`src/rtl/ex_jalr_redirect_stage_pkg.sv`:
```
// Shared constants and FSM encoding for the EX-stage JALR resolver.
// Imported by the resolver top and its target-calculation helper.
package ex_jalr_redirect_stage_pkg;

  localparam int XLEN_DEFAULT = 32;

  localparam logic [6:0] OPC_JALR = 7'b1100111;
  localparam logic [2:0] F3_JALR  = 3'b000;

  typedef enum logic [1:0] {
    S_IDLE  = 2'd0,
    S_REDIR = 2'd1,
    S_EXC   = 2'd2,
    S_FLUSH = 2'd3
  } jalr_state_e;

endpackage

```
`src/rtl/ex_jalr_redirect_stage_calc.sv`:
```
// Combinational JALR target/link arithmetic.
// Target has bit0 cleared; misalignment only matters without compressed ISA.
module jalr_target_calc #(
  parameter int XLEN  = 32,
  parameter bit C_EXT = 1'b0
) (
  input  logic [XLEN-1:0] pc,
  input  logic [XLEN-1:0] rs1,
  input  logic [XLEN-1:0] imm,
  output logic [XLEN-1:0] target,
  output logic [XLEN-1:0] link,
  output logic            misaligned
);

  assign target     = (rs1 + imm) & ~XLEN'(1);
  assign link       = pc + XLEN'(4);
  assign misaligned = !C_EXT && target[1];

endmodule

```
`src/rtl/ex_jalr_redirect_stage.sv`:
```
// EX-stage JALR resolver: fills the EX/JALR register, raises held
// redirect or misalign exception, then flushes younger work.
module ex_jalr_redirect_stage
  import ex_jalr_redirect_stage_pkg::*;
#(
  parameter int XLEN        = XLEN_DEFAULT,
  parameter int FLUSH_DEPTH = 2,
  parameter bit C_EXT       = 1'b0
) (
  input  logic            Clock,
  input  logic            Reset,
  input  logic            Tick,
  input  logic            in_valid,
  output logic            in_ready,
  input  logic            in_is_jalr,
  input  logic [XLEN-1:0] in_pc,
  input  logic [XLEN-1:0] in_rs1,
  input  logic [XLEN-1:0] in_imm,
  input  logic [4:0]      in_rd,
  output logic            out_valid,
  input  logic            out_ready,
  output logic [4:0]      out_rd,
  output logic [XLEN-1:0] out_link,
  output logic [XLEN-1:0] out_target,
  output logic            redirect_req,
  output logic [XLEN-1:0] redirect_pc,
  input  logic            redirect_ack,
  output logic            flush,
  output logic            exc_req,
  output logic [XLEN-1:0] exc_tval,
  input  logic            exc_ack
);

  localparam int CW = (FLUSH_DEPTH > 1) ? $clog2(FLUSH_DEPTH) : 1;

  jalr_state_e     state_q, state_d;
  logic [CW-1:0]   cnt_q, cnt_d;
  logic [XLEN-1:0] calc_tgt, calc_link;
  logic            calc_mis;
  logic            acc, drain;

  jalr_target_calc #(
    .XLEN  (XLEN),
    .C_EXT (C_EXT)
  ) u_calc (
    .pc         (in_pc),
    .rs1        (in_rs1),
    .imm        (in_imm),
    .target     (calc_tgt),
    .link       (calc_link),
    .misaligned (calc_mis)
  );

  assign in_ready = Reset && (state_q == S_IDLE)
                 && (!out_valid || out_ready);
  assign acc      = in_valid && in_ready && Tick;
  assign drain    = out_valid && out_ready && Tick;

  always_ff @(posedge Clock) begin
    if (!Reset) begin
      state_q <= S_IDLE;
      cnt_q   <= '0;
    end else begin
      state_q <= state_d;
      cnt_q   <= cnt_d;
    end
  end

  always_comb begin
    state_d = state_q;
    cnt_d   = cnt_q;
    if (Tick) begin
      unique case (state_q)
        S_IDLE: begin
          if (acc && in_is_jalr)
            state_d = calc_mis ? S_EXC : S_REDIR;
        end
        S_REDIR: begin
          if (redirect_ack) begin
            state_d = S_FLUSH;
            cnt_d   = CW'(FLUSH_DEPTH - 1);
          end
        end
        S_EXC: begin
          if (exc_ack) begin
            state_d = S_FLUSH;
            cnt_d   = CW'(FLUSH_DEPTH - 1);
          end
        end
        S_FLUSH: begin
          if (cnt_q == '0) state_d = S_IDLE;
          else             cnt_d   = cnt_q - CW'(1);
        end
        default: state_d = S_IDLE;
      endcase
    end
  end

  always_comb begin
    redirect_req = (state_q == S_REDIR);
    exc_req      = (state_q == S_EXC);
    flush        = (state_q == S_FLUSH);
  end

  // Entry register: a load wins over a drain in the same cycle.
  always_ff @(posedge Clock) begin
    if (!Reset) begin
      out_valid   <= 1'b0;
      out_rd      <= '0;
      out_link    <= '0;
      out_target  <= '0;
      redirect_pc <= '0;
      exc_tval    <= '0;
    end else if (Tick) begin
      if (acc) begin
        unique case (1'b1)
          !in_is_jalr: begin
            out_valid  <= 1'b1;
            out_rd     <= in_rd;
            out_link   <= in_rs1;
            out_target <= '0;
          end
          in_is_jalr && !calc_mis: begin
            out_valid   <= 1'b1;
            out_rd      <= in_rd;
            out_link    <= calc_link;
            out_target  <= calc_tgt;
            redirect_pc <= calc_tgt;
          end
          in_is_jalr && calc_mis: begin
            out_valid <= 1'b0;
            exc_tval  <= calc_tgt;
          end
        endcase
      end else if (drain) begin
        out_valid <= 1'b0;
      end
    end
  end

endmodule
```
`config.mk`:
```
export PLATFORM = sky130hd
export DESIGN_NAME = ex_jalr_redirect_stage
export DESIGN_NICKNAME = d
export VERILOG_FILES = /design/src/rtl/ex_jalr_redirect_stage_pkg.sv /design/src/rtl/ex_jalr_redirect_stage_calc.sv /design/src/rtl/ex_jalr_redirect_stage.sv
export SDC_FILE = /design/constraint.sdc
export NUM_CORES = 1
export LEC_CHECK = 0
export CAP_MARGIN = 20
export CELL_PAD_IN_SITES_DETAIL_PLACEMENT = 0
export CELL_PAD_IN_SITES_GLOBAL_PLACEMENT = 1
export CORE_ASPECT_RATIO = 0.8
export CORE_UTILIZATION = 45
export DETAILED_ROUTE_END_ITERATION = 8
export DONT_BUFFER_PORTS = 1
export PLACE_DENSITY_LB_ADDON = 0.1
export RECOVER_POWER = 100
export SETUP_SLACK_MARGIN = 0.5
export SYNTH_ARGS = -nofsm -noshare
export SYNTH_HDL_FRONTEND = slang
export SYNTH_SLANG_ARGS = --single-unit
```
`constraint.sdc`:
```
create_clock -name Clock -period 3.1 [get_ports Clock]
set_clock_uncertainty 0.2 [all_clocks]
set_input_delay 0.31 -clock Clock [delete_from_list [all_inputs] [get_ports Clock]]
set_output_delay 0.31 -clock Clock [all_outputs]
set_load 0.03 [all_outputs]
```
-- Yosys cells after proc, flatten, opt, wreduce, memory -nomap -nowiden
Cells that the tools add are included.
- output and inout port bits: 138
- flip-flop bits (word level): 135
- muxes and demuxes: 15
- $add $sub $neg: 3
- equality and inequality tests: 7
- reduce and logical (&&, ||, !) cells: 25
- operator list (cell ; number):
    $pmux 32 s2 ; 2
    $add 32x3->32 const B ; 1
    $add 32x32->32 ; 1
    $reduce_and 3->1 ; 4
    $mux 2 ; 5
    $logic_and 1x1->1 ; 9
    $pmux 2 s4 ; 1
    $ne 2x1->1 const B ; 3
    $mux 1 ; 5
    $reduce_and 5->1 ; 1
    $eq 2x2->1 const B ; 2
    $reduce_and 4->1 ; 1
    $reduce_bool 2->1 ; 2
    $logic_not 1->1 ; 3
    $pmux 1 s3 ; 1
    $reduce_bool 3->1 ; 1
    $eq 2x1->1 const B ; 1
    $logic_not 2->1 ; 1
    $ne 2x2->1 const B ; 1
    $pmux 1 s2 ; 1
    $reduce_and 2->1 ; 1
    $reduce_or 2->1 ; 1
    $logic_or 1x1->1 ; 1
    $sub 1x1->1 const B ; 1

-- Depth between registers and ports, before layout
Gate-level depths: netlist of the first run.
- word-level depth: 8
- gate-level depth with buffers: 11

-- Modules after synthesis
A second synthesis of the first run with hierarchy kept.
- cell total of the unflattened synthesis: 939
- area, all modules: 7786.2 um2
- modules (own cells, without submodules) (module ; cells an instance ; seq. area each (um2) ; instances ; area an instance (um2)):
    ex_jalr_redirect_stage ; 591 ; 2742.6 ; 1 ; 5397.7
    jalr_target_calc ; 348 ; 0.0 ; 1 ; 2388.5

-- Least setup slack after synthesis of the first run
Ideal clock, no wire load.
- kind: input to register
- from: input port in_rs1[1]
- to: register out_target[28]
- setup time: 0.117 ns
- data required time: 2.783 ns
- stages on the path: 10
- path buffers: 0
- arrival: 2.154 ns
- setup slack: 0.629 ns
- path through: inv_1 -> fa_1 -> nor2b_1 -> o21ai_2 -> a21oi_1 -> o211ai_1 -> o21ai_2 -> a311oi_2 -> xnor2_1 -> a22o_1
- cells in the longest elaborated chain, start to end: 5
- elaborated cells between the ends (all ways): 6
- classes of those cells: 1 x add/sub; 1 x mux; 4 x reduce/logical
- RTL lines (item ; RTL line ; text):
    start: declaration ; ex_jalr_redirect_stage.sv:17 ; input logic [XLEN-1:0] in_rs1,
    $add 32x32->32 * ; ex_jalr_redirect_stage_calc.sv:15 ; assign target = (rs1 + imm) & ~XLEN'(1);
    $logic_not 1->1 ; ex_jalr_redirect_stage.sv:123 ; in_is_jalr && !calc_mis: begin
    $logic_and 1x1->1 ; ex_jalr_redirect_stage.sv:123 ;
    $reduce_bool 2->1 (no source line) ; n/a ;
    $reduce_and 3->1 (no source line) ; n/a ;
    end signal: assignment ; ex_jalr_redirect_stage.sv:127 ; out_target <= calc_tgt;
    end: declaration ; ex_jalr_redirect_stage.sv:24 ; output logic [XLEN-1:0] out_target,
Mark *: on every way between the ends. The rest lies on a longest branch, timed or not. The select of a mux whose other input is x is not followed.
A chain may end at the register's enable or synchronous reset.

-- Worst setup path in the final report of the first run
- from: register state_q[0]
- to: register redirect_pc[16]
- cells in the longest elaborated chain, start to end: 6
- RTL lines (item ; RTL line ; text):
    start: declaration ; ex_jalr_redirect_stage.sv:36 ; jalr_state_e state_q, state_d;
    start signal: assignment ; ex_jalr_redirect_stage.sv:64 ; state_q <= state_d;
    $logic_not 2->1 ; ex_jalr_redirect_stage.sv:54 ; assign in_ready = Reset && (state_q == S_IDLE)
    $logic_and 1x1->1 ; ex_jalr_redirect_stage.sv:54 ;
    $logic_and 1x1->1 ; ex_jalr_redirect_stage.sv:55 ; && (!out_valid || out_ready);
    $logic_and 1x1->1 (2 in a row) ; ex_jalr_redirect_stage.sv:56 ; assign acc = in_valid && in_ready && Tick;
    $reduce_and 3->1 (no source line) ; n/a ;
    end signal: assignment ; ex_jalr_redirect_stage.sv:128 ; redirect_pc <= calc_tgt;
    end: declaration ; ex_jalr_redirect_stage.sv:26 ; output logic [XLEN-1:0] redirect_pc,
No other way between the ends.

==> results of run 1 <==
==> metal layers <==
| layer | wire, um | GRT usage | part of all wire | vias to the layer above |
|---|---|---|---|---|
| met1 | 10900 | 0.393 | 0.43 | 3288 |
| met5 | 18 | 0 | 0.00071 | - |
| met2 | 10900 | 0.492 | 0.43 | 314 |
| met4 | 744 | 0.128 | 0.030 | 2 |
| met3 | 2600 | 0.113 | 0.10 | 59 |
| li1 | - | - | - | 3235 |
==> what timing repair did <==
action	in CTS	in global routing
gates resized for setup	2	7
pin swaps	0	2
hold buffers	59	0
cloned	0	0
endpoints found under the hold margin	58	0
endpoints found under the setup margin	9	67
==> layout by cell type (no fill, tap or decap), types with 5 or more instances in the layout <==
cell type      instances
a211oi_1              15
a21o_1                19
a21oi_1               92
a22o_1                 7
a31oi_1                5
and3_1                18
and4_1                 5
buf_4                 14
clkbuf_16             17
dfxtp_1              134
dlygate4sd3_1         57
ha_1                  36
inv_1                 22
nand2_1              167
nand3_1               41
nand4_1               12
nor2_1                48
nor3_1                10
o211ai_1               5
o21ai_0               56
o21bai_1               5
o221ai_1              16
o22ai_1                5
or3_1                  6
xnor2_1               34
xor2_1                21
==> registers in the layout, summed over array words and instances, names as in the netlist <==
| name | flops |
|---|---|
| out_link | 32 |
| cnt_q | 1 |
| state_q | 2 |
| out_target | 31 |
| out_rd | 5 |
| out_valid | 1 |
| exc_tval | 31 |
| redirect_pc | 31 |
==> worst reg2reg max path: stages, from the launching register on <==
cell     delay [ns]
dfxtp_1        0.34
inv_1          0.11
ha_1           0.21
nand2_1        0.07
a21oi_1        0.21
nand3_1        0.42
nor2_4         0.38
nor2_1         0.19
buf_4          0.27
nand2_1        0.07
o21ai_0        0.08
==> kinds of logic (layout without fill, tap and decap cells) <==
group	Yosys count	count (layout)
compound gates	253	253
xor+xnor	55	55
fa+ha+maj	37	37
buf+inv	78	134
flops	134	134
mux	4	4
other cells	1	4
simple gates	325	325
==> where the power goes <==
part           switching (W)  total (W)  internal, W
clock network       0.000852    0.00216      0.00131
logic               0.000514   0.000823     0.000309
registers           0.000184    0.00198      0.00179
total                0.00155    0.00496      0.00341
==> metrics by stage <==
step | hold slack (ns) | cell area, sq um
final | 0.0138 | 8490
after global routing | 0.0253 | 8490
after CTS | 0.0000192 | 8490
after detailed placement | 0.258 | 7260
after global placement | 0.251 | 7260
after floorplan | 0.246 | 7060
==> cell type report <==
cell class,count,area (sq um)
fill,1440,6680
clock inverter,14,188
sequential,134,2680
clock buffer,18,439
timing repair buffer,79,756
inverter,23,86.3
antenna,1,2.50
multi-input combinational,677,4070
tap,210,263
==> worst paths after layout <==
kind,from,to,slack [ns],depth (start not counted)
setup / recovery,state_q[0],redirect_pc[16],0.41,10
setup reg to reg,state_q[0],redirect_pc[16],0.41,10
hold / removal,Tick,cnt_q,0.01,4
hold reg to reg,cnt_q,cnt_q,0.31,2
==> impl_metrics.yaml, run 1 <==
status:
  outcome: "complete, no violations"
synthesis:
  synth.yosys.seq_area_share: 0.380
  compound_gate_portion_of_the_synthesized_area: 0.227
  post_synth.cell_area_avg_sq_um: 7.95
  synth.most_common_cell: "nand2_1"
  synth-edff-count: 0
  synth.mux.area_fraction: 0.00568
  ys_ff_latch: 134
  synthesis.instances: 887
  syn_area_sq_um: 7050
  synth_simple_gate_area_share: 0.205
  synth_common_cells: "nand2_1, dfxtp_1, a21oi_1"
  synthDistinctLibCells: 58
  postSynth.asyncResetShare: 0
  post_synth_main_area_contributors: "dfxtp_1, nand2_1, a21oi_1, ha_1, xnor2_1"
  postSynth.topFlopCell: "dfxtp_1"
  cell_type_contributing_the_most_total_cell_area_after_synthesis: "dfxtp_1"
  yosys.area_share.adder: 0.0667
  synth_top_family_by_area: "compound AO/OA/AOI/OAI gates"
  synth_largest_type_area_fraction: 0.380
  yosys_warnings: 0
  synth_area_in_xor_xnor: 0.0683
placed_design:
  place_congestion: 0.940
  io_buf_count: 0
  place.detailed.instances: 1064
  preCtsSetupSlack_ns: 0.226
  place_hpwl_um: 18400
route:
  drtIter0Drc: 505
  routed_wire_length_um: 25200
  vias_per_cell: 5.97
  ant_nets: 0
  dr.pass1.iters: 5
  route.detailed.wl_per_inst_um: 21.8
  drt_drc_violations_left: 0
  vias: 6898
worst_setup_path:
  cp_top_family: "simple AND/OR/NAND/NOR gates"
  end_kind: "flip-flop"
  crit_required_ns: 3.19
  worst_path_most_repeated_cell: "nand2_1"
  crit_path_cell_trace: "inv_1, ha_1, nand2_1, a21oi_1, nand3_1, nor2_4, nor2_1, buf_4, nand2_1, o21ai_0"
  worst-path-buf-inv: 2
  critPathSlowestCell: "nand3_1"
  cp_data_arrival_time_ns: 2.79
  critical_path.startpoint_type: "flip-flop"
  criticalPathCategory: "flip-flop to flip-flop"
  timing.critical_path.slowest_cell_delay_ns: 0.42
  cp_max_fo: 9
pwr:
  total_power_w: 0.00496
  power-per-cell-area_nw_per_um2: 585
  cellLeakagePower_nw: 3.40
  worst_ir_drop_vdd_mv: 0.385
global_route:
  grt_overflow: 0
  grtUsageTotal: 0.315
  pin_count_of_the_biggest_net_entering_global_routing: 45
  grt_antenna_before_repair: 2
  wire_length_of_the_first_global_routing_pass_um: 38200
  first_global_vias: 6696
floorplanning:
  fp.coreArea_sq_um: 15200
  rows: 40
  ios: 247
  start_util: 0.465
  die-width_um: 142
  die_h_um: 114
  die_area_sq_um: 16200
sta:
  finalSetupViolations: 0
  layout_min_cycle_time_ns: 2.69
  fin_ws_ns: 0.406
  timing.max_slew.rel_slack: 0.455
  finalHoldViolations: 0
  min_period_over_period: 0.869
  drv_slew: 0
  totalNegativeSetupSlack_ns: 0
  grt_setup_unrepaired: "yes"
  worst_pin_slew_ns: 0.816
  top_achievable_clock_speed_mhz: 371
cts:
  root_buffer_selected_by_cts: "clkbuf_16"
  post-cts-setup-buffer-count: 0
  cts.path.max_buffers: 2
  cts.reportedPaths.clkPinSlew_ns: 0.07
  cts_buffers: 17
  tritoncts: "built"
  tritoncts_num_sinks: 134
  clock_tree.htree_level_count: 4
  worst_skew_pair.late_latency_ns: 0.43
layout:
  area_growth_pct: 20.3
  layoutNonFillerInstCount: 1156
  layout.nets: 1078
  postLayoutCoreUtil: 0.560
  drive_gt1_frac: 0.0698
hold_path:
  worstHoldPathType: "input port to flip-flop"
run:
  max_cap_violations: 0
No activity file was read; power rests on OpenSTA's default activity.
==> run 2, diff against run 1 <==
Settings changed: ABC_AREA set to 1, CORE_UTILIZATION 45 to 44.
==> run 2 against run 1 <==
- cell count grew 43%
- via count grew 20%
- fmax grew 3.6%
- hold slack lost 0.0031 ns
- non-clock buffer count grew 15
- count of clock-buffer cells in the layout shrank 1
- sequential power is essentially flat
- synthesized cell count grew 49%
- core utilization shrank 2.1 points
- total power shrank 1.4%
==> impl_metrics.yaml, run 2 <==
floorplanning:
  die-width_um: 155
  die_area_sq_um: 19400
  start_util: 0.452
  fp.coreArea_sq_um: 18300
  ios: 247
  rows: 44
  die_h_um: 125
sta:
  grt_setup_unrepaired: "no"
  top_achievable_clock_speed_mhz: 384
  min_period_over_period: 0.839
  finalSetupViolations: 0
  timing.max_slew.rel_slack: 0.478
  finalHoldViolations: 0
  totalNegativeSetupSlack_ns: 0
  layout_min_cycle_time_ns: 2.60
  drv_slew: 0
  worst_pin_slew_ns: 0.783
synthesis:
  synth_common_cells: "nand2_1, inv_1, dfxtp_1"
  synthDistinctLibCells: 41
  ys_ff_latch: 134
  synth.most_common_cell: "nand2_1"
  synth-edff-count: 0
  synth.yosys.seq_area_share: 0.324
  syn_area_sq_um: 8270
  post_synth.cell_area_avg_sq_um: 6.26
  post_synth_main_area_contributors: "dfxtp_1, nand2_1, inv_1, a21oi_1, nor2_1"
  synth_largest_type_area_fraction: 0.324
  synthesis.instances: 1321
  postSynth.asyncResetShare: 0
  yosys_warnings: 0
  cell_type_contributing_the_most_total_cell_area_after_synthesis: "dfxtp_1"
  postSynth.topFlopCell: "dfxtp_1"
layout:
  final_design_area_no_fill_sq_um: 9840
  flip_flop_count_of_the_largest_register_all_copies_and_words_added: 32
  most-common-layout-cells: "nand2_1, inv_1, dfxtp_1"
  commonest_non_fill_non_tap_cell_in_the_layout: "nand2_1"
  combined_area_of_the_multi_input_logic_cells_sq_um: 4640
  fillerInstances: 1940
  registers.top_by_ff_count: "out_link"
  storage_element_area_sq_um: 2680
  area_growth_pct: 19.0
  insertedDiodeCount: 0
  layout.nets: 1536
  drive_gt1_frac: 0.0513
  postLayoutCoreUtil: 0.539
global_route:
  pin_count_of_the_biggest_net_entering_global_routing: 96
  grtUsageTotal: 0.282
  wire_length_of_the_first_global_routing_pass_um: 42400
  grt_antenna_before_repair: 0
  first_global_vias: 7849
  grt_overflow: 0
run:
  max_cap_violations: 0
pwr:
  worst_ir_drop_vdd_mv: 0.336
  cellLeakagePower_nw: 4.78
  power.sequential.fraction: 0.401
  power.share.combinational: 0.192
  sw_frac_of_total: 0.345
  power-per-cell-area_nw_per_um2: 497
  clock_power_share: 0.407
  power_report.internal_total_w: 0.00320
  netSwitchingPower_w: 0.00169
worst_setup_path:
  cp_max_fo: 11
  critical_path.startpoint_type: "input port"
  end_kind: "flip-flop"
  critPathSlowestCell: "dlygate4sd3_1"
  cp_data_arrival_time_ns: 2.77
  worst_path_most_repeated_cell: "nand2_1"
  startpoint: "in_imm[0]"
  criticalPathCategory: "input port to flip-flop"
  r2r_start: "state_q[0]"
  cp-endpoint: "out_link[22]"
  crit_required_ns: 3.27
  crit_path_cell_trace: "nand2_1, fa_1, nand2_1, clkinvlp_2, clkbuf_1, nand3_1, o21ai_0, dlygate4sd3_1, a21oi_1"
  worst_r2r_endpoint: "out_link[2]"
  worst_r2r_path_depth: 11
  r2r_slack_ns: 0.51
  timing.critical_path.slowest_cell_delay_ns: 0.55
cts:
  worst_skew_pair.late_latency_ns: 0.43
  cts_buffers: 17
  cts.reportedPaths.clkPinSlew_ns: 0.07
  cts.path.max_buffers: 2
  tritoncts: "built"
  clock_tree.htree_level_count: 4
  tritoncts_num_sinks: 134
  root_buffer_selected_by_cts: "clkbuf_16"
route:
  drtIter0Drc: 561
  ant_nets: 0
  vias_per_cell: 5.01
  drt_drc_violations_left: 0
  dr.pass1.iters: 5
  vias: 8290
  routed_wire_length_um: 26700
  route.detailed.wl_per_inst_um: 16.1
placed_design:
  io_buf_count: 0
  place_hpwl_um: 20000
  place_congestion: 0.953
  cell_area_reported_after_detailed_placement_sq_um: 8460
hold_path:
  worstHoldPathType: "input port to flip-flop"
  startpoint_of_the_worst_hold_path: "in_pc[3]"
status:
  outcome: "complete, no violations"
==> run 2: cell types whose count changed in the layout (fill, tap and decap cells not counted), moves of 18 or more <==
cell | before | now
a21o_1 | 19 | 0
inv_1 | 22 | 184
xnor2_1 | 34 | 6
nand3_1 | 41 | 59
nor2_1 | 48 | 130
nand2_1 | 167 | 443
a21oi_1 | 92 | 115
==> run 2: area by class of cell <==
cell class / instances / area share
Sequential cell: 134 / 0.273
Clock inverter: 15 / 0.0141
Inverter: 188 / 0.0723
Clock buffer: 17 / 0.0432
Multi-Input combinational cell: 955 / 0.471
Tap cell: 253 / 0.0322
Timing Repair Buffer: 94 / 0.0944
==> run 2: how the worst min path moves through the flow <==
stage / slack [ns] / to / cells past startpoint
6_report: 0.01 / out_link[3] / 3
5_1_grt: 0.03 / out_link[3] / 3
4_1_cts: 0.003 / out_link[3] / 3
3_5_place_dp: 0.25 / out_target[1] / 2
3_3_place_gp: 0.24 / redirect_pc[1] / 2
2_1_floorplan: 0.24 / out_rd[1] / 2
==> run 2: metal layers <==
layer	up-vias	share of wire	global-route usage
met5	-	0	0
met4	0	0.014	0.0692
met3	30	0.083	0.0759
met2	298	0.45	0.465
met1	3678	0.45	0.363
li1	4284	-	-
==> run 2: cells by family after synthesis <==
family	Yosys count	share of synthesized area
XOR/XNOR	24	0.0254
AO/OA/AOI/OAI	201	0.129
flip-flops	134	0.324
buffers and inverters	234	0.115
other	1	0.000453
AND/OR/NAND/NOR	690	0.349
adder cells (fa/ha/maj)	37	0.0569
==> run 2: what timing repair did <==
action / in CTS / in global routing
resized for setup: 0 / 18
hold buffers: 75 / 0
buffers inserted: 0 / 8
endpoints found under the setup margin: 0 / 15
endpoints found under the hold margin: 48 / 0
==> run 2: power groups by stage <==
stage	Clock, W	Combinational [W]	Sequential (W)
3_3_place_gp	0	0.000823	0.00200
4_1_cts	0.00202	0.000926	0.00196
2_1_floorplan	0	0.000651	0.00198
3_5_place_dp	0	0.000825	0.00200
5_1_grt	0.00210	0.00107	0.00197
6_report	0.00199	0.000941	0.00196
==> run 2: through the flow <==
step / power [W] / hold WS, ns / instances / setup WS (ns)
6_report: 0.00489 / 0.0107 / 1656 / 0.499
5_1_grt: 0.00514 / 0.0282 / 1656 / 0.284
4_1_cts: 0.00491 / 0.00340 / 1648 / 0.516
3_5_place_dp: 0.00282 / 0.254 / 1541 / 0.708
3_3_place_gp: 0.00282 / 0.244 / 1541 / 0.768
2_1_floorplan: 0.00263 / 0.245 / 1323 / 1.02
==> run 2: worst max-delay path, delay by kind of cell <==
family                   cells  cell delay [ns]
AND/OR/NAND/NOR              3             0.40
AO/OA/AOI/OAI                2             0.19
buffers and inverters        3             1.32
adder cells (fa/ha/maj)      1             0.54
==> run 3, diff against run 2 <==
Clock period 3.1 ns to 2.4 ns, I/O delays scaled along.
==> run 3 against run 2 <==
- the run now ends with hold timing left
- count of clock-buffer cells in the layout unchanged
- total power increased by 35%
- critical endpoint is now state_q[0]
- combinational power up 47%
==> impl_metrics.yaml, run 3 (synthesis gave the netlist of run 2 again) <==
status:
  outcome: "complete, but fails checks"
  failed_checks: "hold timing"
pwr:
  worst_ir_drop_vdd_mv: 0.373
  total_power_w: 0.00658
  power-per-cell-area_nw_per_um2: 637
  cellLeakagePower_nw: 4.97
cts:
  cts.path.max_buffers: 2
  root_buffer_selected_by_cts: "clkbuf_16"
  tritoncts_num_sinks: 134
  cts_buffers: 17
  cts.reportedPaths.clkPinSlew_ns: 0.07
  tritoncts: "built"
  worst_skew_pair.late_latency_ns: 0.43
  clock_tree.htree_level_count: 4
layout:
  most-common-layout-cells: "nand2_1, inv_1, dfxtp_1"
  drive_gt1_frac: 0.0853
  flip_flop_count_of_the_largest_register_all_copies_and_words_added: 32
  area_growth_pct: 25.1
  insertedDiodeCount: 0
  commonest_non_fill_non_tap_cell_in_the_layout: "nand2_1"
  layout.nets: 1552
  registers.top_by_ff_count: "out_link"
global_route:
  pin_count_of_the_biggest_net_entering_global_routing: 73
  first_global_vias: 8189
  grt_overflow: 0
  grtUsageTotal: 0.285
  grt_antenna_before_repair: 0
  wire_length_of_the_first_global_routing_pass_um: 42800
floorplanning:
  die-width_um: 155
  start_util: 0.452
  die_area_sq_um: 19400
  fp.coreArea_sq_um: 18300
  die_h_um: 125
  rows: 44
  ios: 247
route:
  drtIter0Drc: 643
  route.detailed.wl_per_inst_um: 17.3
  routed_wire_length_um: 28900
  drt_drc_violations_left: 0
  vias_per_cell: 5.11
  vias: 8539
  ant_nets: 0
  dr.pass1.iters: 5
worst_setup_path:
  critPathSlowestCell: "ha_1"
  critical_path.startpoint_type: "flip-flop"
  cp_top_family: "compound AO/OA/AOI/OAI gates"
  timing.critical_path.slowest_cell_delay_ns: 0.38
  worst-path-buf-inv: 4
  cp_max_fo: 4
  end_kind: "flip-flop"
  criticalPathCategory: "flip-flop to flip-flop"
  crit_path_cell_trace: "inv_4, buf_12, ha_1, inv_1, o21ai_0, a21oi_1, inv_1, a21oi_2, nand2_2, nor2_1, a211oi_2"
  cp_data_arrival_time_ns: 2.23
  crit_required_ns: 2.53
  worst_path_most_repeated_cell: "inv_1"
sta:
  hold_slack_ns: -0.00584
  drv_slew: 0
  min_period_over_period: 0.877
  grt_setup_unrepaired: "yes"
  top_achievable_clock_speed_mhz: 475
  worst_pin_slew_ns: 0.525
  finalHoldViolations: 2
  timing.max_slew.rel_slack: 0.649
  finalSetupViolations: 0
  layout_min_cycle_time_ns: 2.11
  totalNegativeSetupSlack_ns: 0
placed_design:
  place_hpwl_um: 20200
  io_buf_count: 0
  place_congestion: 0.960
run:
  max_cap_violations: 0
hold_path:
  worstHoldPathType: "input port to flip-flop"
==> run 3: worst paths after layout <==
check,startpoint,endpoint,slack [ns],cells after the start
max,state_q[0],state_q[0],0.29,11
min,in_pc[9],out_link[9],-0.006,4
max reg2reg,state_q[0],state_q[0],0.29,11
min reg2reg,state_q[1],state_q[1],0.33,2
==> run 3: worst reg2reg max path: cells and delay by family (launching register included) <==
| kind | cells | cell delay [ns] |
|---|---|---|
| buffers and inverters | 4 | 0.38 |
| AO/OA/AOI/OAI | 4 | 0.48 |
| flip-flops | 1 | 0.36 |
| AND/OR/NAND/NOR | 2 | 0.21 |
| adder cells (fa/ha/maj) | 1 | 0.38 |
==> run 3: power by group <==
group / switching [W] / internal, W
combinational: 0.000845 / 0.000533
clock: 0.00120 / 0.00148
sequential: 0.000220 / 0.00231
total: 0.00226 / 0.00432
==> run 3: layer usage <==
layer | global-route usage | vias up | wire length [um]
met4 | 0.0773 | 0 | 641
met1 | 0.364 | 3852 | 13100
met2 | 0.470 | 324 | 12900
met5 | 0 | - | 0
met3 | 0.0779 | 47 | 2200
li1 | - | 4316 | -
==> run 3: cell type report <==
| type | count | area, sq um |
|---|---|---|
| repair buffers | 109 | 1260 |
| clock buffers | 17 | 425 |
| repair inverters | 1 | 7.51 |
| well taps | 253 | 317 |
| clock inverters | 15 | 164 |
| inverters | 188 | 722 |
| flip-flops and latches | 134 | 2690 |
| fillers | 1897 | 7930 |
| multi-input cells | 955 | 4760 |
==> run 3: what timing repair did <==
item / CTS / global route
cloned: 0 / 8
hold endpoints to repair: 48 / 1
hold buffers: 77 / 1
pin swaps: 2 / 19
gates resized for setup: 11 / 50
setup buffers: 0 / 12
endpoints found under the setup margin: 59 / 100
==> run 3: per-stage QoR <==
step                      setup WS (ns)  instance area, sq um  hold WS [ns]  utilization  cells
after floorplan                   0.494                  8290         0.175            -   1323
after global placement            0.208                  8540         0.176        0.467   1542
after detailed placement          0.162                  8540         0.178        0.467   1542
after CTS                         0.508                  9950       -0.0674        0.545   1651
after global routing              0.211                 10300        0.0294        0.566   1672
final                             0.294                 10300      -0.00584        0.566   1672
